<file path="src/rtl/alu_share_arbiter_if.sv">
// alu_share_arbiter_if: request, shared-ALU and tagged response signals of the arbiter
interface alu_share_arbiter_if #(
    parameter int NREQ = 4,
    parameter int IDW  = 2
);
    logic [NREQ-1:0]    req_valid;
    logic [NREQ-1:0]    req_ready;
    logic [32*NREQ-1:0] req_a;
    logic [32*NREQ-1:0] req_b;
    logic [4*NREQ-1:0]  req_aluc;
    logic [31:0]        alu_a;
    logic [31:0]        alu_b;
    logic [3:0]         alu_aluc;
    logic [31:0]        alu_r;
    logic               alu_zero;
    logic               alu_carry;
    logic               alu_negative;
    logic               alu_overflow;
    logic               resp_valid;
    logic               resp_ready;
    logic [IDW-1:0]     resp_id;
    logic [31:0]        resp_r;
    logic               resp_zero;
    logic               resp_carry;
    logic               resp_negative;
    logic               resp_overflow;
    logic               busy;

    modport slave (
        input  req_valid, req_a, req_b, req_aluc,
        input  alu_r, alu_zero, alu_carry, alu_negative, alu_overflow,
        input  resp_ready,
        output req_ready, alu_a, alu_b, alu_aluc,
        output resp_valid, resp_id, resp_r, resp_zero, resp_carry, resp_negative, resp_overflow,
        output busy
    );

    modport master (
        output req_valid, req_a, req_b, req_aluc,
        output alu_r, alu_zero, alu_carry, alu_negative, alu_overflow,
        output resp_ready,
        input  req_ready, alu_a, alu_b, alu_aluc,
        input  resp_valid, resp_id, resp_r, resp_zero, resp_carry, resp_negative, resp_overflow,
        input  busy
    );
endinterface

</file>
<file path="src/rtl/alu_share_arbiter.sv">
// alu_share_arbiter: round-robin sharing of one combinational ALU among NREQ requesters
module alu_share_arbiter #(
    parameter int NREQ = 4,
    parameter int IDW  = 2
) (
    input  logic               clk,
    input  logic               rst_n,
    alu_share_arbiter_if.slave bus
);
    typedef enum logic [1:0] {IDLE, EXEC, RESP} state_t;

    state_t         state, state_nxt;
    logic [IDW-1:0] ptr;
    logic [IDW-1:0] grant;
    logic           found;

    // first valid requester at or after ptr, wrapping around
    always_comb begin
        found = 1'b0;
        grant = '0;
        for (int k = 0; k < NREQ; k++) begin
            if (!found && bus.req_valid[(int'(ptr) + k) % NREQ]) begin
                found = 1'b1;
                grant = IDW'((int'(ptr) + k) % NREQ);
            end
        end
    end

    // next state and accept strobe; ready is gated by rst_n so reset always masks it
    always_comb begin
        state_nxt     = state;
        bus.req_ready = '0;
        case (state)
            IDLE: if (found) begin
                state_nxt            = EXEC;
                bus.req_ready[grant] = rst_n;
            end
            EXEC:    state_nxt = RESP;
            RESP:    state_nxt = bus.resp_ready ? IDLE : RESP;
            default: state_nxt = IDLE;
        endcase
    end

    assign bus.resp_valid = state == RESP;
    assign bus.busy       = state != IDLE;

    // state register
    always_ff @(posedge clk or negedge rst_n) begin
        if (!rst_n) state <= IDLE;
        else        state <= state_nxt;
    end

    // operand latch on accept, result capture in EXEC, pointer advance on response handshake
    always_ff @(posedge clk or negedge rst_n) begin
        if (!rst_n) begin
            ptr               <= '0;
            bus.alu_a         <= '0;
            bus.alu_b         <= '0;
            bus.alu_aluc      <= '0;
            bus.resp_id       <= '0;
            bus.resp_r        <= '0;
            bus.resp_zero     <= 1'b0;
            bus.resp_carry    <= 1'b0;
            bus.resp_negative <= 1'b0;
            bus.resp_overflow <= 1'b0;
        end else begin
            if (state == IDLE && found) begin
                bus.alu_a    <= bus.req_a[32*grant +: 32];
                bus.alu_b    <= bus.req_b[32*grant +: 32];
                bus.alu_aluc <= bus.req_aluc[4*grant +: 4];
                bus.resp_id  <= grant;
            end
            if (state == EXEC) begin
                bus.resp_r        <= bus.alu_r;
                bus.resp_zero     <= bus.alu_zero;
                bus.resp_carry    <= bus.alu_carry;
                bus.resp_negative <= bus.alu_negative;
                bus.resp_overflow <= bus.alu_overflow;
            end
            if (state == RESP && bus.resp_ready)
                ptr <= (bus.resp_id == IDW'(NREQ - 1)) ? '0 : bus.resp_id + 1'b1;
        end
    end
endmodule

</file>
<file path="src/flat_wrapper.sv">
// flat-port wrapper written by rule: the top's interface ports become plain ports
module alu_share_arbiter_flat 
#(
    parameter int NREQ = 4,
    parameter int IDW  = 2
)
  (clk, rst_n, bus_req_valid, bus_req_a, bus_req_b, bus_req_aluc, bus_alu_r, bus_alu_zero, bus_alu_carry, bus_alu_negative, bus_alu_overflow, bus_resp_ready, bus_req_ready, bus_alu_a, bus_alu_b, bus_alu_aluc, bus_resp_valid, bus_resp_id, bus_resp_r, bus_resp_zero, bus_resp_carry, bus_resp_negative, bus_resp_overflow, bus_busy);
  alu_share_arbiter_if #(.NREQ(NREQ), .IDW(IDW)) bus_i ();
  input  logic clk;
  input  logic rst_n;
  input wire logic [$bits(bus_i.req_valid)-1:0] bus_req_valid;
  input wire logic [$bits(bus_i.req_a)-1:0] bus_req_a;
  input wire logic [$bits(bus_i.req_b)-1:0] bus_req_b;
  input wire logic [$bits(bus_i.req_aluc)-1:0] bus_req_aluc;
  input wire logic [$bits(bus_i.alu_r)-1:0] bus_alu_r;
  input wire logic [$bits(bus_i.alu_zero)-1:0] bus_alu_zero;
  input wire logic [$bits(bus_i.alu_carry)-1:0] bus_alu_carry;
  input wire logic [$bits(bus_i.alu_negative)-1:0] bus_alu_negative;
  input wire logic [$bits(bus_i.alu_overflow)-1:0] bus_alu_overflow;
  input wire logic [$bits(bus_i.resp_ready)-1:0] bus_resp_ready;
  output wire logic [$bits(bus_i.req_ready)-1:0] bus_req_ready;
  output wire logic [$bits(bus_i.alu_a)-1:0] bus_alu_a;
  output wire logic [$bits(bus_i.alu_b)-1:0] bus_alu_b;
  output wire logic [$bits(bus_i.alu_aluc)-1:0] bus_alu_aluc;
  output wire logic [$bits(bus_i.resp_valid)-1:0] bus_resp_valid;
  output wire logic [$bits(bus_i.resp_id)-1:0] bus_resp_id;
  output wire logic [$bits(bus_i.resp_r)-1:0] bus_resp_r;
  output wire logic [$bits(bus_i.resp_zero)-1:0] bus_resp_zero;
  output wire logic [$bits(bus_i.resp_carry)-1:0] bus_resp_carry;
  output wire logic [$bits(bus_i.resp_negative)-1:0] bus_resp_negative;
  output wire logic [$bits(bus_i.resp_overflow)-1:0] bus_resp_overflow;
  output wire logic [$bits(bus_i.busy)-1:0] bus_busy;
  assign bus_i.req_valid = bus_req_valid;
  assign bus_i.req_a = bus_req_a;
  assign bus_i.req_b = bus_req_b;
  assign bus_i.req_aluc = bus_req_aluc;
  assign bus_i.alu_r = bus_alu_r;
  assign bus_i.alu_zero = bus_alu_zero;
  assign bus_i.alu_carry = bus_alu_carry;
  assign bus_i.alu_negative = bus_alu_negative;
  assign bus_i.alu_overflow = bus_alu_overflow;
  assign bus_i.resp_ready = bus_resp_ready;
  assign bus_req_ready = bus_i.req_ready;
  assign bus_alu_a = bus_i.alu_a;
  assign bus_alu_b = bus_i.alu_b;
  assign bus_alu_aluc = bus_i.alu_aluc;
  assign bus_resp_valid = bus_i.resp_valid;
  assign bus_resp_id = bus_i.resp_id;
  assign bus_resp_r = bus_i.resp_r;
  assign bus_resp_zero = bus_i.resp_zero;
  assign bus_resp_carry = bus_i.resp_carry;
  assign bus_resp_negative = bus_i.resp_negative;
  assign bus_resp_overflow = bus_i.resp_overflow;
  assign bus_busy = bus_i.busy;
  alu_share_arbiter #(.NREQ(NREQ), .IDW(IDW)) u_core (.clk(clk), .rst_n(rst_n), .bus(bus_i));
endmodule
</file>
<file path="config.mk">
export PLATFORM = sky130hd
export DESIGN_NAME = alu_share_arbiter_flat
export DESIGN_NICKNAME = d
export VERILOG_FILES = /design/src/rtl/alu_share_arbiter_if.sv /design/src/rtl/alu_share_arbiter.sv /design/src/flat_wrapper.sv
export SDC_FILE = /design/constraint.sdc
export NUM_CORES = 1
export LEC_CHECK = 0
export ABC_AREA = 1
export ABC_CLOCK_PERIOD_IN_PS = 2790
export CAP_MARGIN = 20
export CORE_ASPECT_RATIO = 0.7
export CORE_MARGIN = 1.5
export CORE_UTILIZATION = 25
export DETAILED_ROUTE_END_ITERATION = 7
export PLACE_DENSITY = 0.66
export SYNTH_ARGS = -nofsm -noshare
export SYNTH_HDL_FRONTEND = slang
export SYNTH_SLANG_ARGS = --single-unit
</file>
<file path="constraint.sdc">
create_clock -name clk -period 2.79 [get_ports clk]
set_input_delay 0.558 -clock clk [delete_from_list [all_inputs] [get_ports clk]]
set_output_delay 0.558 -clock clk [all_outputs]
set_load 0.01 [all_outputs]
</file>
; After elaboration in Yosys (flattened, before gate mapping)
; Cells that the tools add are included.
[classes]
add_sub_neg = 4
n_lt_le_gt_ge = 6
n_eq_ne = 4
n_shift = 3
mux = 27
bitwise_logic = 4
n_reduce_logical = 14
[ops]
columns = operator, count
row1 = $shiftx 128x8->32, 2
row2 = $shiftx 16x5->4, 1
row3 = $mux 2, 7
row4 = $lt 3x4->1 const B, 3
row5 = $mux 1, 12
row6 = $bmux 1 s2, 4
row7 = $mux 4, 2
row8 = $logic_and 1x1->1, 6
row9 = $lt 2x3->1 const B, 2
row10 = $pmux 2 s3, 1
row11 = $reduce_or 2->1, 3
row12 = $add 2x1->2 const B, 2
row13 = $add 2x2->2 const B, 2
row14 = $and 4x4->4, 1
row15 = $eq 2x2->1 const B, 2
row16 = $and 1x1->1 const A, 3
row17 = $logic_not 1->1, 3
row18 = $demux 1 s2, 1
row19 = $eq 2x1->1 const B, 1
row20 = $ge 2x1->1 const B, 1
row21 = $logic_not 2->1, 1
row22 = $ne 2x1->1 const B, 1
row23 = $reduce_bool 2->1, 1
[totals]
regBits = 110
inputBits = 315
out_inout_bits = 112
word_cells = 73

; Longest topological paths before layout
; Gate-level depths: netlist of the first run.
[logic_depth]
word_depth = 21
depth_mapped = 17

; Least setup slack after synthesis of the first run
; No wires, ideal clock.
[synth_timing]
kind = input port to output port
start = in bus_req_valid[3]
end = out bus_req_ready[2]
t_arrival_ns = 1.806
required_ns = 2.232
setup_slack_ns = 0.426
cell_stages = 12
path_buffers = 2
cell_sequence = inv_1 nand2_1 nand3_1 nand2_1 inv_1 nand3_2 buf_4 nand2_4 inv_2 buf_4 nand2_2 nor3_1
[synth_via]
elab_chain_len = 19
elab_cells_between_ends = 33
cone_classes = order compare (2) / mux (23) / bitwise (1) / reduce/logical (7)
[synth_lines]
columns = item, line
row1 = start: declaration, flat_wrapper.sv:11  ; input wire logic [$bits(bus_i.req_valid)-1:0] bus_req_valid;
row2 = $bmux 1 s2, alu_share_arbiter.sv:22  ; if (!found && bus.req_valid[(int'(ptr) + k) % NREQ]) begin
row3 = $mux 1 (not written as such), alu_share_arbiter.sv:22
row4 = $mux 1, alu_share_arbiter.sv:22
row5 = $logic_not 1->1, alu_share_arbiter.sv:22
row6 = $logic_and 1x1->1, alu_share_arbiter.sv:22
row7 = $mux 1, alu_share_arbiter.sv:22
row8 = $logic_not 1->1, alu_share_arbiter.sv:22
row9 = $logic_and 1x1->1, alu_share_arbiter.sv:22
row10 = [... 3 more ...], -
row11 = $mux 2, alu_share_arbiter.sv:22
row12 = $lt 2x3->1 (not written as such) / $ge 2x1->1 (equally long branches), alu_share_arbiter.sv:36  ; bus.req_ready[grant] = rst_n;
row13 = $logic_and 1x1->1 (not written as such), alu_share_arbiter.sv:36
row14 = $mux 1 (not written as such), alu_share_arbiter.sv:36
row15 = $demux 1 s2, -
row16 = $and 4x4->4 (no line), -
row17 = $mux 4 (*), alu_share_arbiter.sv:34  ; IDLE: if (found) begin
row18 = $mux 4 (*), alu_share_arbiter.sv:33  ; case (state)
row19 = end: declaration, flat_wrapper.sv:21  ; output wire logic [$bits(bus_i.req_ready)-1:0] bus_req_ready;
; Mark *: on every way between the ends. The rest lies on a longest branch, timed or not. The select of a mux whose other input is x is not followed.

; Final worst setup path of the first run
[layout_timing]
start = in bus_req_valid[0]
end = out bus_req_ready[1]
; The elaborated chain is that of the path after synthesis.

==> results of run 1 <==
logic make-up after synthesis:
family	after synthesis	synth area share
AND/OR/NAND/NOR	878	0.491
flip-flops	110	0.382
buffers and inverters	91	0.0641
multiplexers	36	0.0563
AO/OA/AOI/OAI	7	0.00538
adder cells (fa/ha/maj)	1	0.00174
area by class of cell:
| cell class | count | area, um2 |
|---|---|---|
| flip-flops and latches | 110 | 2750 |
| inverters | 15 | 56.3 |
| repair buffers | 444 | 4410 |
| clock inverters | 7 | 104 |
| clock buffers | 9 | 225 |
| well taps | 371 | 464 |
| multi-input cells | 922 | 4040 |
| fillers | 2882 | 16000 |
routing by layer:
| metal | global-route usage | vias up | part of all wire |
|---|---|---|---|
| li1 | - | 4250 | - |
| met1 | 0.244 | 3791 | 0.43 |
| met2 | 0.316 | 307 | 0.47 |
| met3 | 0.0600 | 34 | 0.086 |
| met4 | 0.0384 | 4 | 0.014 |
| met5 | 0 | - | 0.0011 |
worst max-delay path: stages:
cell,delay (ns)
clkdlybuf4s50_1,0.47
inv_1,0.06
nand2_1,0.09
nand3_1,0.10
nand2_2,0.11
inv_1,0.08
nand3_4,0.12
nand2_4,0.06
inv_2,0.06
nand2_2,0.08
nor3_1,0.19
clkbuf_2,0.18
report_power, final:
group	switching (uW)	internal (uW)
sequential	403	2400
clock	746	668
combinational	7130	4430
worst min-delay path by stage:
stage | endpoint | slack [ns] | depth (start not counted) | start
after floorplan | u_core.bus.alu_a[0] | 0.26 | 0 | rst_n
after global routing | u_core.bus.alu_b[7] | 0.36 | 2 | rst_n
after detailed placement | u_core.bus.alu_b[15] | 0.46 | 2 | u_core.bus.alu_b[15]
final | u_core.bus.alu_b[9] | 0.31 | 2 | rst_n
after global placement | u_core.bus.alu_a[5] | 0.46 | 2 | u_core.bus.alu_a[5]
after CTS | u_core.bus.alu_b[7] | 0.32 | 2 | rst_n
stage by stage:
step | cells | setup slack (ns)
2_1_floorplan | 1123 | 0.426
3_3_place_gp | 1860 | -0.331
3_5_place_dp | 1860 | -0.352
4_1_cts | 1876 | 0.000482
5_1_grt | 1878 | -0.0391
6_report | 1878 | 0.0754
placed cells by master (no fill, tap or decap), drive strengths merged:
master / netlist / layout
nor3: 4 / 4
inv: 15 / 19
buf: 64 / 21
a21oi: 1 / 1
nor2: 4 / 4
nand3: 146 / 146
clkdlybuf4s50: 0 / 421
clkinv: 0 / 3
dfrtp: 110 / 110
o31ai: 1 / 1
a31oi: 1 / 1
clkbuf: 12 / 11
mux2: 36 / 36
ha: 1 / 1
nand4: 1 / 1
nand2: 723 / 723
o21ai: 4 / 4
sequential cells by signal (all words and copies together), names as in the netlist:
signal,flops
u_core.bus.resp_id,2
u_core.ptr,2
u_core.bus.resp_r,32
u_core.bus.alu_aluc,4
u_core.bus.resp_negative,1
u_core.bus.resp_carry,1
u_core.bus.alu_b,32
u_core.bus.resp_overflow,1
u_core.bus.alu_a,32
u_core.bus.resp_zero,1
u_core.state,2
repair_timing:
| action | CTS | global route |
|---|---|---|
| setup buffers | 0 | 2 |
| pin swaps | 0 | 1 |
| endpoints found under the setup margin | 4 | 61 |
| resized for setup | 8 | 18 |
==> results.txt, run 1 <==
FP Rows: 51
FMAX: 368 MHz
Antenna-violating nets left: 0
Clock Latency Late Sink: 0.37 ns
Worst reg2reg startpoint: u_core.ptr[1]
Clock Root Buffer: clkbuf_16
Final Cell Area: 0.0121 mm2
VDD IR max: 1.86 mV
Core area: 0.0281 mm2
Reg2Reg Depth: 14
Post-synthesis sequential area ratio: 0.382
Quantity of I/O buffers inserted on ports: 426
Worst-Margin Slew: 0.857 ns
Worst Path Max Fanout: 4
Total power: 15800 uW
Crit. End Element: primary output
Initial Utilization: 0.257
Total number of vias: 8386
Power Dens Cells: 1310 mW/mm2
Synth area leader: dfrtp_1
Top_reg_cell synth: dfrtp_1
Share of layout cells above drive strength 1: 0.0657
Synth Register Bits: 110
Worst Hold Class: input port to asynchronous set/reset pin
Vias in the first global route: 8007
Initial antenna violation count: 2
Post-Syn Nets: 1439
Reg-to-reg endpoint: u_core.bus.alu_a[28]
Worst Skew: 0.0131 ns
First-pass GRT wire length: 44.7 mm
DR WL/cell: 15.6 um
Yosys cell types: 25
Mean post-synth cell area: 6.42 um2
GP Congestion: 0.856
Placed cell area: 0.0117 mm2
Boundary pin count: 427
Share of the synthesized area in the top cell type: 0.382
Crit share post-route: 0.973
Cells after Synth: 1123
Htree depth: 3
Die area: 0.0299 mm2
Final HPWL DP: 21.1 mm
Setup crit start: bus_req_valid[0]
Synthesized cell area: 0.00721 mm2
Overall die height: 145 um
Number of enable flip-flop cells after synthesis: 0
Commonest cells in the netlist: nand2_1 (718), nand3_1 (141), dfrtp_1 (110), buf_2 (39), mux2_2 (36)
Reg-to-reg setup timing slack: 0.38 ns
Num CTS Buffers: 9
Count of final setup violators: 0
Largest net degree at the start of global routing: 82
Asr flop ratio synth: 1.00
Crit start category: input port
Via-per-instance ratio: 4.47
Nets@finish: 1818
# clock sinks: 110
Pleak: 0.00600 uW
Min Hold Slack: 0.311 ns
TNS Setup: 0 ns
Clock transition at path regs: 0.09 ns
N_diodes: 0
Die Width: 206 um
Critical Path RT: 2.23 ns
Hold Buf Count CTS: 0
Final Slew Violations: 0
Final Hold Viols: 0
Run status: finished clean
Area delta synth->final: 67.3%
Final core occ: 0.429
Crit path to: bus_req_ready[1]
Tmin final: 2.71 ns
GRT Residual Overflow: 0
WS Path Type: input port to primary output
Maxcap violations: 0
Drt first pass iters: 5
Yosys warns: 0
Max-slew headroom: 0.429
Count leader, synth: nand2_1
Top cells by area, synth: dfrtp_1 (38%), nand2_1 (37%), nand3_1 (9.8%)
Total track usage: 0.191
CTS tree: yes
Deepest clock path buffer count: 2
DR DRC count: 0
1st-iter DRT viols: 557
Routed wire length: 29.3 mm
Crit path DAT: 2.16 ns
Power figures use the tool's default switching activity.
==> run 2: changes to the inputs <==
--- a/config.mk
+++ b/config.mk
@@ -5,14 +5,12 @@
 export SDC_FILE = /design/constraint.sdc
 export NUM_CORES = 1
 export LEC_CHECK = 0
-export ABC_AREA = 1
 export ABC_CLOCK_PERIOD_IN_PS = 2790
 export CAP_MARGIN = 20
-export CORE_ASPECT_RATIO = 0.7
-export CORE_MARGIN = 1.5
-export CORE_UTILIZATION = 25
+export CORE_AREA = 2 2 168 170
 export DETAILED_ROUTE_END_ITERATION = 7
-export PLACE_DENSITY = 0.66
+export DIE_AREA = 0 0 170 172
+export PLACE_DENSITY = 0.61
 export SYNTH_ARGS = -nofsm -noshare
 export SYNTH_HDL_FRONTEND = slang
 export SYNTH_SLANG_ARGS = --single-unit
==> run 2 against run 1 <==
Compared with the run above: the run now ends with DRC left; clock skew rose by 0.0037 ns; synthesized area fell by 26%; critical path depth fell by 6; via count fell by 27%; register-to-register slack improved by 0.12 ns; sequential share of layout area rose by 3.9 points; routed wire length fell by 14%; synthesized cell count fell by 54%; critical path type unchanged; largest cell class unchanged; highest routed layer is now met4.
==> results.txt, run 2 <==
Commonest non-fill, non-tap cell in the layout: clkdlybuf4s50_1
CTS tree: yes
Largest net degree at the start of global routing: 72
Die area: 0.0292 mm2
Share of layout cells above drive strength 1: 0.0954
Buffer and inverter count on the worst path: 3
Num CTS Buffers: 9
Vias in the first global route: 6177
Tmin final: 2.66 ns
Clock Root Buffer: clkbuf_16
Largest family of logic cells by synthesized area: compound AO/OA/AOI/OAI gates
FMAX: 376 MHz
Total track usage: 0.158
Count of final setup violators: 0
Max-slew headroom: 0.388
RSZ-0062 raised after global routing: no
1st-iter DRT viols: 504
Total power: 9870 uW
Crit share post-route: 0.953
Worst Path Max Fanout: 5
WS Path Type: input port to primary output
Top_reg_cell synth: dfrtp_1
Mux contribution to synthesized area: 0.0784
Final HPWL DP: 18.1 mm
Placed cell area: 0.0100 mm2
Top delay family on crit path: buffers and inverters
Antenna-violating nets left: 0
GRT Residual Overflow: 0
Run status: complete, but fails checks
Power Dens Cells: 959 mW/mm2
Cells after Synth: 519
Max Used Layer: met4
First-pass GRT wire length: 35.2 mm
N_diodes: 0
Met1 WL: 9.76 mm
Boundary pin count: 427
Crit start category: input port
Worst Skew: 0.0168 ns
Core area: 0.0275 mm2
Initial antenna violation count: 0
Asr flop ratio synth: 1.00
Post-Syn Nets: 835
Yosys warns: 0
Yosys cell types: 31
WL met2: 12.6 mm
Crit path DAT: 2.10 ns
Area delta synth->final: 93.6%
Quantity of I/O buffers inserted on ports: 426
Worst-Margin Slew: 0.917 ns
Worst Hold Class: input port to asynchronous set/reset pin
Critical Path RT: 2.23 ns
Mean post-synth cell area: 10.2 um2
Final Hold Viols: 0
Initial Utilization: 0.193
Synth area leader: dfrtp_1
Deepest clock path buffer count: 2
Synth Register Bits: 110
Htree depth: 3
FP Rows: 61
VDD IR max: 0.384 mV
Commonest cells after routing, fill and taps aside: clkdlybuf4s50_1 (420), a21oi_1 (139), dfrtp_1 (110)
Via-per-instance ratio: 4.81
Final core occ: 0.375
Share of the synthesized area in the top cell type: 0.518
Nets@finish: 1244
Min Hold Slack: 0.0703 ns
Slowest-stage cell, CP: clkdlybuf4s50_1
Post-Synth Simple-Gate Area: 0.0725
Clock Latency Late Sink: 0.36 ns
DR WL/cell: 19.6 um
XOR/XNOR Fraction of Synth Area: 0
Met3 WL post-DR: 2.44 mm
Drt first pass iters: 8
Overall die height: 172 um
# clock sinks: 110
DR DRC count: 2
Complex-gate fraction of the synthesized area: 0.277
Reg-to-reg setup timing slack: 0.50 ns
Largest regs: u_core.bus.alu_a (32), u_core.bus.alu_b (32), u_core.bus.resp_r (32)
Top cells by area, synth: dfrtp_1 (52%), a21oi_1 (13%), a222oi_1 (13%)
Die Width: 170 um
Maxcap violations: 0
Clock transition at path regs: 0.08 ns
Synthesized cell area: 0.00532 mm2
Failing checks: DRC
Largest stage delay on the critical path: 0.53 ns
Count leader, synth: a21oi_1
GP Congestion: 0.749
Final Slew Violations: 0
Crit. End Element: primary output
Routed wire length: 25.1 mm
Final Cell Area: 0.0103 mm2
Total number of vias: 6146
Post-synthesis sequential area ratio: 0.518
Worst path cell trace: clkdlybuf4s50_1, buf_4, a211oi_1, a311o_2, and3_1, dlygate4sd2_1
Number of enable flip-flop cells after synthesis: 0
Adder-cell share of the synthesized area: 0.00235
Hold Buf Count CTS: 0
Pleak: 0.00401 uW
Commonest cells in the netlist: a21oi_1 (139), dfrtp_1 (110), nor2_1 (70), a222oi_1 (68), mux2_2 (37)
Post-CTS setup buffer count: 0
[run 2: through the flow]
step | worst slack, ns | std cells | setup TNS [ns]
after global routing | 0.0503 | 1279 | 0
after detailed placement | -0.199 | 1263 | -1.86
final | 0.132 | 1279 | 0
after global placement | -0.214 | 1263 | -0.775
after floorplan | 0.420 | 519 | 0
after CTS | 0.130 | 1279 | 0
[run 2: power breakdown]
part,internal [uW],switching [uW]
Clock,638,711
Sequential,2440,468
Combinational,2960,2650
[run 2: worst reg2reg max path, cell delays in order (launching register included)]
cell and delay, ns:
dfrtp_1 0.53, a21oi_1 0.12, o211a_2 0.27, buf_4 0.32
buf_4 0.29, a222oi_1 0.52, a21oi_1 0.12
[run 2: per-layer routing]
layer,GRT usage,vias up
li1,-,2812
met1,0.180,2978
met2,0.289,340
met3,0.0485,16
met4,0.0405,0
met5,0,-
[run 2: cell type report]
class / instances / area, um2
inverters: 4 / 15.0
clock inverters: 7 / 76.3
repair buffers: 453 / 4500
flip-flops and latches: 110 / 2750
clock buffers: 9 / 225
well taps: 346 / 433
multi-input cells: 350 / 2290
fillers: 2790 / 17200
[run 2: cell families (layout without fill, tap and decap cells)]
logic type	after synthesis	count (layout)
compound gates	221	221
mux	37	37
simple gates	91	91
buf+inv	59	473
fa+ha+maj	1	1
flops	110	110
[run 2: repair_timing]
| item | CTS | global route |
|---|---|---|
| setup endpoints to repair | 4 | 0 |
| hold endpoints to repair | 0 | 0 |
| resized for setup | 5 | 0 |
[run 2: worst paths after layout]
check                      depth (start not counted)                   from               endpoint
max                                                6       bus_req_valid[3]       bus_req_ready[0]
min                                                1                  rst_n   u_core.bus.alu_a[21]
max reg2reg                                        6          u_core.ptr[1]   u_core.bus.alu_a[10]
min reg2reg                                        1  u_core.bus.resp_r[28]  u_core.bus.resp_r[28]
max in group asynchronous                          2                  rst_n   u_core.bus.alu_b[20]
min in group clk                                   1  u_core.bus.resp_r[28]  u_core.bus.resp_r[28]
==> run 3: changes to the inputs <==
--- a/config.mk
+++ b/config.mk
@@ -8,9 +8,11 @@
 export ABC_CLOCK_PERIOD_IN_PS = 2790
 export CAP_MARGIN = 20
 export CORE_AREA = 2 2 168 170
+export CTS_CLUSTER_SIZE = 16
 export DETAILED_ROUTE_END_ITERATION = 7
 export DIE_AREA = 0 0 170 172
 export PLACE_DENSITY = 0.61
+export RECOVER_POWER = 25
 export SYNTH_ARGS = -nofsm -noshare
 export SYNTH_HDL_FRONTEND = slang
 export SYNTH_SLANG_ARGS = --single-unit
==> run 3 against run 2 <==
Compared with the run above: the run now ends clean; via count down 0.23%; sequential share of layout area is essentially flat; global-route usage stayed put; core utilization about the same; hold slack better by 0.28 ns; critical path type unchanged.
==> results.txt, run 3 (synthesis gave the netlist of run 2 again) <==
Setup crit start: bus_req_valid[1]
Maxcap violations: 0
VDD IR max: 0.384 mV
Tmin final: 2.66 ns
Cts repair resizes: 5
Worst-Margin Slew: 1.36 ns
Reg2Reg Depth: 6
Power Dens Cells: 959 mW/mm2
N_diodes: 0
Count of final setup violators: 0
1st-iter DRT viols: 487
Crit start category: input port
Largest net degree at the start of global routing: 72
First-pass GRT wire length: 35.2 mm
Total number of vias: 6132
Crit path DAT: 2.10 ns
Die Width: 170 um
Reg-to-reg setup timing slack: 0.51 ns
Commonest cells after routing, fill and taps aside: clkdlybuf4s50_1 (419), a21oi_1 (139), dfrtp_1 (110)
Initial Utilization: 0.193
Final Slew Violations: 0
Area delta synth->final: 93.4%
CTS tree: yes
Largest regs: u_core.bus.alu_a (32), u_core.bus.alu_b (32), u_core.bus.resp_r (32)
Crit share post-route: 0.954
Nets@finish: 1244
RSZ-0062 raised after global routing: no
GRT Residual Overflow: 0
Clock Root Buffer: clkbuf_16
Fillers: 2792
Crit. End Element: primary output
FP Rows: 61
Pleak: 0.00401 uW
Clock transition at path regs: 0.08 ns
Final HPWL DP: 18.1 mm
Clock Latency Late Sink: 0.36 ns
# clock sinks: 110
Share of layout cells above drive strength 1: 0.0932
Fin cells: 1279
Drt first pass iters: 7
Worst Hold Class: input port to asynchronous set/reset pin
Total track usage: 0.158
Antenna-violating nets left: 0
Quantity of I/O buffers inserted on ports: 426
Num CTS Buffers: 9
Hold Buf Count CTS: 0
Worst setup margin: 0.127 ns
FMAX: 376 MHz
Critical Path RT: 2.23 ns
Max-slew headroom: 0.0916
GP Congestion: 0.749
Initial antenna violation count: 0
Worst Skew: 0.0167 ns
Run status: finished clean
Die area: 0.0292 mm2
Reg-to-reg endpoint: u_core.bus.alu_a[16]
Core area: 0.0275 mm2
Commonest non-fill, non-tap cell in the layout: clkdlybuf4s50_1
DR WL/cell: 19.6 um
Boundary pin count: 427
DR DRC count: 0
Placement Setup Slack: -0.199 ns
WS Path Type: input port to primary output
Htree depth: 3
Deepest clock path buffer count: 2
Worst reg2reg startpoint: u_core.ptr[0]
Final Hold Viols: 0
Via-per-instance ratio: 4.79
Overall die height: 172 um
Post-CTS setup buffer count: 0
Routed wire length: 25.0 mm
Placed Cells: 1263
Vias in the first global route: 6177
Min Hold Slack: 0.354 ns
Worst Path Max Fanout: 4
-- run 3: how the worst max path moves through the flow --
stage / to / cells after the start
after detailed placement: u_core.bus.alu_a[10] / 8
after global routing: bus_req_ready[3] / 7
after global placement: u_core.bus.alu_a[10] / 8
after CTS: bus_req_ready[3] / 7
after floorplan: bus_req_ready[2] / 7
final: bus_req_ready[3] / 7
-- run 3: worst max-delay path: stages --
cell,delay (ns)
clkdlybuf4s50_1,0.53
buf_4,0.14
inv_1,0.05
a21o_1,0.16
and3_2,0.21
and3_1,0.17
dlygate4sd2_1,0.29
-- run 3: cell type report --
cell class	instances	area (um2)	share of cell area
multi-input cells	350	2290	0.223
clock inverters	7	76.3	0.00742
repair buffers	453	4490	0.436
clock buffers	9	225	0.0219
inverters	4	15.0	0.00146
well taps	346	433	0.0421
flip-flops and latches	110	2750	0.268
-- run 3: layer usage --
metal / global-route usage / vias to the layer above / part of all wire / routed length (um)
li1: - / 2811 / - / -
met1: 0.180 / 2953 / 0.39 / 9660
met2: 0.289 / 350 / 0.50 / 12500
met3: 0.0485 / 18 / 0.10 / 2520
met4: 0.0405 / 0 / 0.013 / 321
met5: 0 / - / 0 / 0
-- run 3: power by group --
group,switching [uW],internal [uW],total (uW)
logic,2660,2960,5620
registers,464,2440,2900
clock network,704,638,1340
total,3830,6030,9860
-- run 3: through the flow --
step                      instance area (um2)  utilization  power, uW  setup TNS (ns)
after floorplan                          5320            -       5600               0
after global routing                    10300        0.374      10600               0
after CTS                               10300        0.375      10000               0
after detailed placement                10000        0.364       8620           -1.86
final                                   10300        0.374       9860               0
after global placement                  10000        0.364       8560          -0.775
==> patch 1 (flow settings as in run 1) <==
`IDW` is set to 2 in 3 places; all go to 4.
--- a/src/rtl/alu_share_arbiter_if.sv
+++ b/src/rtl/alu_share_arbiter_if.sv
@@ -1,7 +1,7 @@
 // alu_share_arbiter_if: request, shared-ALU and tagged response signals of the arbiter
 interface alu_share_arbiter_if #(
     parameter int NREQ = 4,
-    parameter int IDW  = 2
+    parameter int IDW  = 4
 );
     logic [NREQ-1:0]    req_valid;
     logic [NREQ-1:0]    req_ready;
--- a/src/rtl/alu_share_arbiter.sv
+++ b/src/rtl/alu_share_arbiter.sv
@@ -1,7 +1,7 @@
 // alu_share_arbiter: round-robin sharing of one combinational ALU among NREQ requesters
 module alu_share_arbiter #(
     parameter int NREQ = 4,
-    parameter int IDW  = 2
+    parameter int IDW  = 4
 ) (
     input  logic               clk,
     input  logic               rst_n,
--- a/src/flat_wrapper.sv
+++ b/src/flat_wrapper.sv
@@ -2,7 +2,7 @@
 module alu_share_arbiter_flat 
 #(
     parameter int NREQ = 4,
-    parameter int IDW  = 2
+    parameter int IDW  = 4
 )
   (clk, rst_n, bus_req_valid, bus_req_a, bus_req_b, bus_req_aluc, bus_alu_r, bus_alu_zero, bus_alu_carry, bus_alu_negative, bus_alu_overflow, bus_resp_ready, bus_req_ready, bus_alu_a, bus_alu_b, bus_alu_aluc, bus_resp_valid, bus_resp_id, bus_resp_r, bus_resp_zero, bus_resp_carry, bus_resp_negative, bus_resp_overflow, bus_busy);
   alu_share_arbiter_if #(.NREQ(NREQ), .IDW(IDW)) bus_i ();
Ports: changed (resized bus_resp_id); port bits go from 427 to 429. The function was not compared with the original's and may differ.
==> patch 1 against run 1 <==
Worst hold slack better by 0.0049 ns; routed wire length up 15%; core utilization down 0.14 points; sequential cell count unchanged; power up 7.8%; clock skew down 0.0016 ns; via count up 7.9%; global-route usage up 1.9 points; sequential power up 2%; setup slack worse by 0.012 ns; area after synthesis up 4.0%; first-iteration DRC count down 0.72%; synthesized cell count up 1.4%; design area up 3.7%; critical path type is now reg -> out; largest cell class unchanged; highest routed layer is now met4.
==> patch 1: results <==
[placed_design]
post-dp-hpwl_um = 23300
dpl_cell_area_sq_um = 11900
globalplace.congestion = 0.855
port_buffers = 426

[logic_synthesis]
yosysSeqAreaShare_pct = 36.7
synth_top_area_share_pct = 36.7
yosys_warnings = 0
synth_area_leaders = dfrtp_1, nand2_1, nand4_1
async_reset_ff_share_pct = 100
synth.distinct_cells = 25
ys_top_cells_by_count = nand2_1, nand4_1, dfrtp_1

[setup_path]
endpoint = bus_req_ready[1]
reg2reg_depth = 16
reg2reg_from = u_core.ptr[0]
cp_slowest_cell = dfrtp_2
cp_max_fo = 4
r2r_end = u_core.bus.alu_a[3]
r2r_slack_ns = 0.19
worstSetupPathType = reg -> out
worstPathArrival_ns = 2.17
critical-path-top-delay-family = simple AND/OR/NAND/NOR gates
cpPeakStageDelay_ns = 0.46

[clock_tree]
numCtsBuffers = 9
cts_root_buffer = clkbuf_16
h-tree-depth = 3
clk_latency_ns = 0.36
path_clk_slew_ns = 0.09
cts_buffer_depth = 2

[power_and_ir_drop]
vdd_drop_max_mv = 0.623
power.share.sequential_pct = 16.9
power_leakage_nw = 6.14
p_switching_mw = 9.01
intPower_mw = 8.01
power_frac_comb_pct = 75.1

[grt]
grt_util_met2_pct = 36.5
grtUsageMet1_pct = 25.5
grt_use_total_pct = 21.0
grt_max_degree = 111
grt_pass1_vias = 8780
antenna_found_initial = 3
use_met3_pct = 6.12
grt_pass1_wl_um = 50400

[hold_path]
min_path_type = in -> async

[drt]
via_count = 9047
drt_iter0_drc = 553
wire_per_inst_um = 17.7
firstDrtPassIters = 5

[layout]
top_regs = u_core.bus.alu_a x32, u_core.bus.alu_b x32, u_core.bus.resp_r x32
drive_gt1_share_pct = 8.67
final_nets = 1834

[sta]
max_slew.worst_pin.slew_ns = 0.860
skew_ns = 0.0115

[status]
outcome = completed
## patch 1: cell types whose count changed after synthesis
cell      change
buf_4         -1
nand3_2       -2
conb_1        +1
buf_2        +13
inv_1         +2
nand4_1     +136
buf_6         +9
inv_2         -2
nand2_2       -2
clkbuf_1      +3
clkbuf_4      -1
nand3_1     -135
buf_1         -5
## patch 1: layout make-up
| type | count | area, sq um |
|---|---|---|
| fill | 2968 | 16700 |
| timing repair buffer | 461 | 4610 |
| multi-input combinational | 921 | 4290 |
| sequential | 110 | 2760 |
| tap | 378 | 473 |
| clock buffer | 9 | 225 |
| clock inverter | 7 | 78.8 |
| inverter | 15 | 63.8 |
| antenna | 3 | 7.51 |
## patch 1: metal layers
| metal | wire length (um) | vias to the layer above |
|---|---|---|
| li1 | - | 4420 |
| met1 | 14000 | 4223 |
| met2 | 16400 | 375 |
| met3 | 2760 | 29 |
| met4 | 558 | 0 |
| met5 | 0 | - |
## patch 1: metrics by stage
step	setup WS (ns)	hold WS, ns	std cells
floorplan	0.405	0.262	1140
global placement	-0.583	0.461	1875
detailed placement	-0.650	0.464	1875
CTS	-0.000207	0.330	1896
global route	-0.0551	0.343	1903
finish	0.0639	0.316	1904
## patch 1: logic make-up (layout without fill, tap and decap cells)
family	after synthesis	in the layout	synth area share [%]
multiplexers	36	36	5.41
flip-flops	110	110	36.7
adder cells (fa/ha/maj)	1	1	0.167
AND/OR/NAND/NOR	875	875	49.1
buffers and inverters	109	492	8.08
AO/OA/AOI/OAI	7	7	0.517
other	1	5	0.0500
## patch 1: repair_timing
action                     in CTS  in global routing
buffers inserted                4                  5
gates resized for setup        39                 30
gates cloned                    1                  0
pin swaps                       8                 15
hold endpoints to repair        0                  0
hold buffers                    0                  0
setup endpoints to repair      27                 67
==> patch 2 (flow settings as in run 1) <==
Without the edit above. Reset style: synchronous (`rst_n`), changed in 2 clocked blocks.
--- a/src/rtl/alu_share_arbiter.sv
+++ b/src/rtl/alu_share_arbiter.sv
@@ -45,13 +45,13 @@
     assign bus.busy       = state != IDLE;
 
     // state register
-    always_ff @(posedge clk or negedge rst_n) begin
+    always_ff @(posedge clk) begin
         if (!rst_n) state <= IDLE;
         else        state <= state_nxt;
     end
 
     // operand latch on accept, result capture in EXEC, pointer advance on response handshake
-    always_ff @(posedge clk or negedge rst_n) begin
+    always_ff @(posedge clk) begin
         if (!rst_n) begin
             ptr               <= '0;
             bus.alu_a         <= '0;
Formal check against the unedited RTL: differs if rst_n is asserted again (counterexample within 4 cycles, from zero or initial values and one cycle with rst_n low); with rst_n held inactive, the same outputs for 4 cycles.
==> patch 2 against run 1 <==
Design area shrank 1.4%; die area shrank 5.4%; routed wire length shrank 2.2%; setup slack gained 0.070 ns; global-route usage grew 0.40 points; area after synthesis shrank 5.5%; first-iteration DRC count shrank 20%; synthesized cell count grew 6.9%; non-clock buffer count grew 20; sequential share of layout area shrank 4.3 points; via count grew 6.0%; sequential cell count is the same; largest cell class unchanged.
Power is not compared: it rests on default switching activity, and its combinational part moved more than twofold at a synthesized area within 25%.
==> patch 2: results <==
[setup_path]
reg2reg_depth = 16
r2r_end = u_core.bus.alu_a[29]
worstPathArrival_ns = 2.09
reg2reg_from = u_core.ptr[0]
cp_max_fo = 8
r2r_slack_ns = 0.26

[hold_path]
min_path_type = in -> reg

[logic_synthesis]
ys_top_cells_by_count = nand2_1, nand3_1, nor2_1
synth_ff_type = dfxtp_1
yosysSeqAreaShare_pct = 32.3
async_reset_ff_share_pct = 0
syn-num-nets = 1517
syn_inst = 1201
synth.distinct_cells = 22
synth_area_leaders = dfxtp_1, nand2_1, nand3_1

[drt]
wl_um = 28700
top_layer = met4
route.met3.wl_um = 2050
dr_wl_met2_um = 13600
via_count = 8889
drt_iter0_drc = 446
drt-met1-wl_um = 12500

[sta]
relSlewSlack_pct = 51.6
skew_ns = 0.00917

[placed_design]
globalplace.congestion = 0.873
dpl_worst_slack_ns = -0.636
dpl_cell_area_sq_um = 11500
post-dp-hpwl_um = 20700

[power_and_ir_drop]
power_leakage_nw = 5.61

[layout]
final_nets = 1905
drive_gt1_share_pct = 5.65
fillerInstances = 2844

[grt]
antenna_found_initial = 0
grt_use_total_pct = 19.5
grt_max_degree = 96
grt_util_met2_pct = 33.5
use_met3_pct = 5.46
grt_pass1_vias = 8350
grt_pass1_wl_um = 44600
grtUsageMet1_pct = 23.9

[clock_tree]
numCtsBuffers = 9
path_clk_slew_ns = 0.08
post_cts_buffers = 2
cts_root_buffer = clkbuf_16
h-tree-depth = 3
cts_resized = 35

[status]
outcome = completed
patch 2: changes by cell type in the layout (fill, tap and decap cells not counted), sizes merged, moves of 5 or more:
cell | before | now
nand2 | 723 | 419
nor2 | 4 | 218
dfrtp | 110 | 0
dfxtp | 0 | 110
nand3 | 146 | 227
o21ai | 4 | 62
inv | 19 | 69
mux2 | 36 | 0
buf | 21 | 42
a21oi | 1 | 6
patch 2: cells by family after synthesis:
group,count (synthesis),synth area share [%]
simple gates,870,52.7
buf+inv,152,9.79
flops,110,32.3
compound gates,68,5.00
fa+ha+maj,1,0.184
patch 2: area by class of cell:
class | instances | area [sq um] | area share (%)
inverter | 65 | 249 | 2.09
clock buffer | 10 | 229 | 1.93
clock inverter | 6 | 86.3 | 0.726
tap | 364 | 455 | 3.83
multi-input combinational | 939 | 4030 | 33.9
sequential | 110 | 2210 | 18.6
timing repair buffer | 464 | 4630 | 39.0
patch 2: critical path, stage by stage, from the launching register on:
cell,delay (ns)
dfxtp_4,0.37
buf_4,0.16
nand2_1,0.06
nand2_1,0.09
nand2_2,0.09
nand2_1,0.09
nor2_2,0.15
buf_4,0.13
nand3_2,0.07
nand3_4,0.11
inv_2,0.07
nor3_1,0.17
buf_2,0.16
patch 2: how the worst max path moves through the flow:
| stage | from | end | slack (ns) | depth (start not counted) |
|---|---|---|---|---|
| after floorplan | bus_req_valid[1] | bus_req_ready[1] | 0.38 | 11 |
| after global placement | bus_req_valid[1] | bus_req_ready[0] | -0.58 | 12 |
| after detailed placement | bus_req_valid[0] | bus_req_ready[1] | -0.64 | 12 |
| after CTS | u_core.ptr[0] | bus_req_ready[0] | 0.10 | 13 |
| after global routing | u_core.ptr[0] | bus_req_ready[3] | 0.02 | 12 |
| final | u_core.ptr[0] | bus_req_ready[3] | 0.15 | 12 |
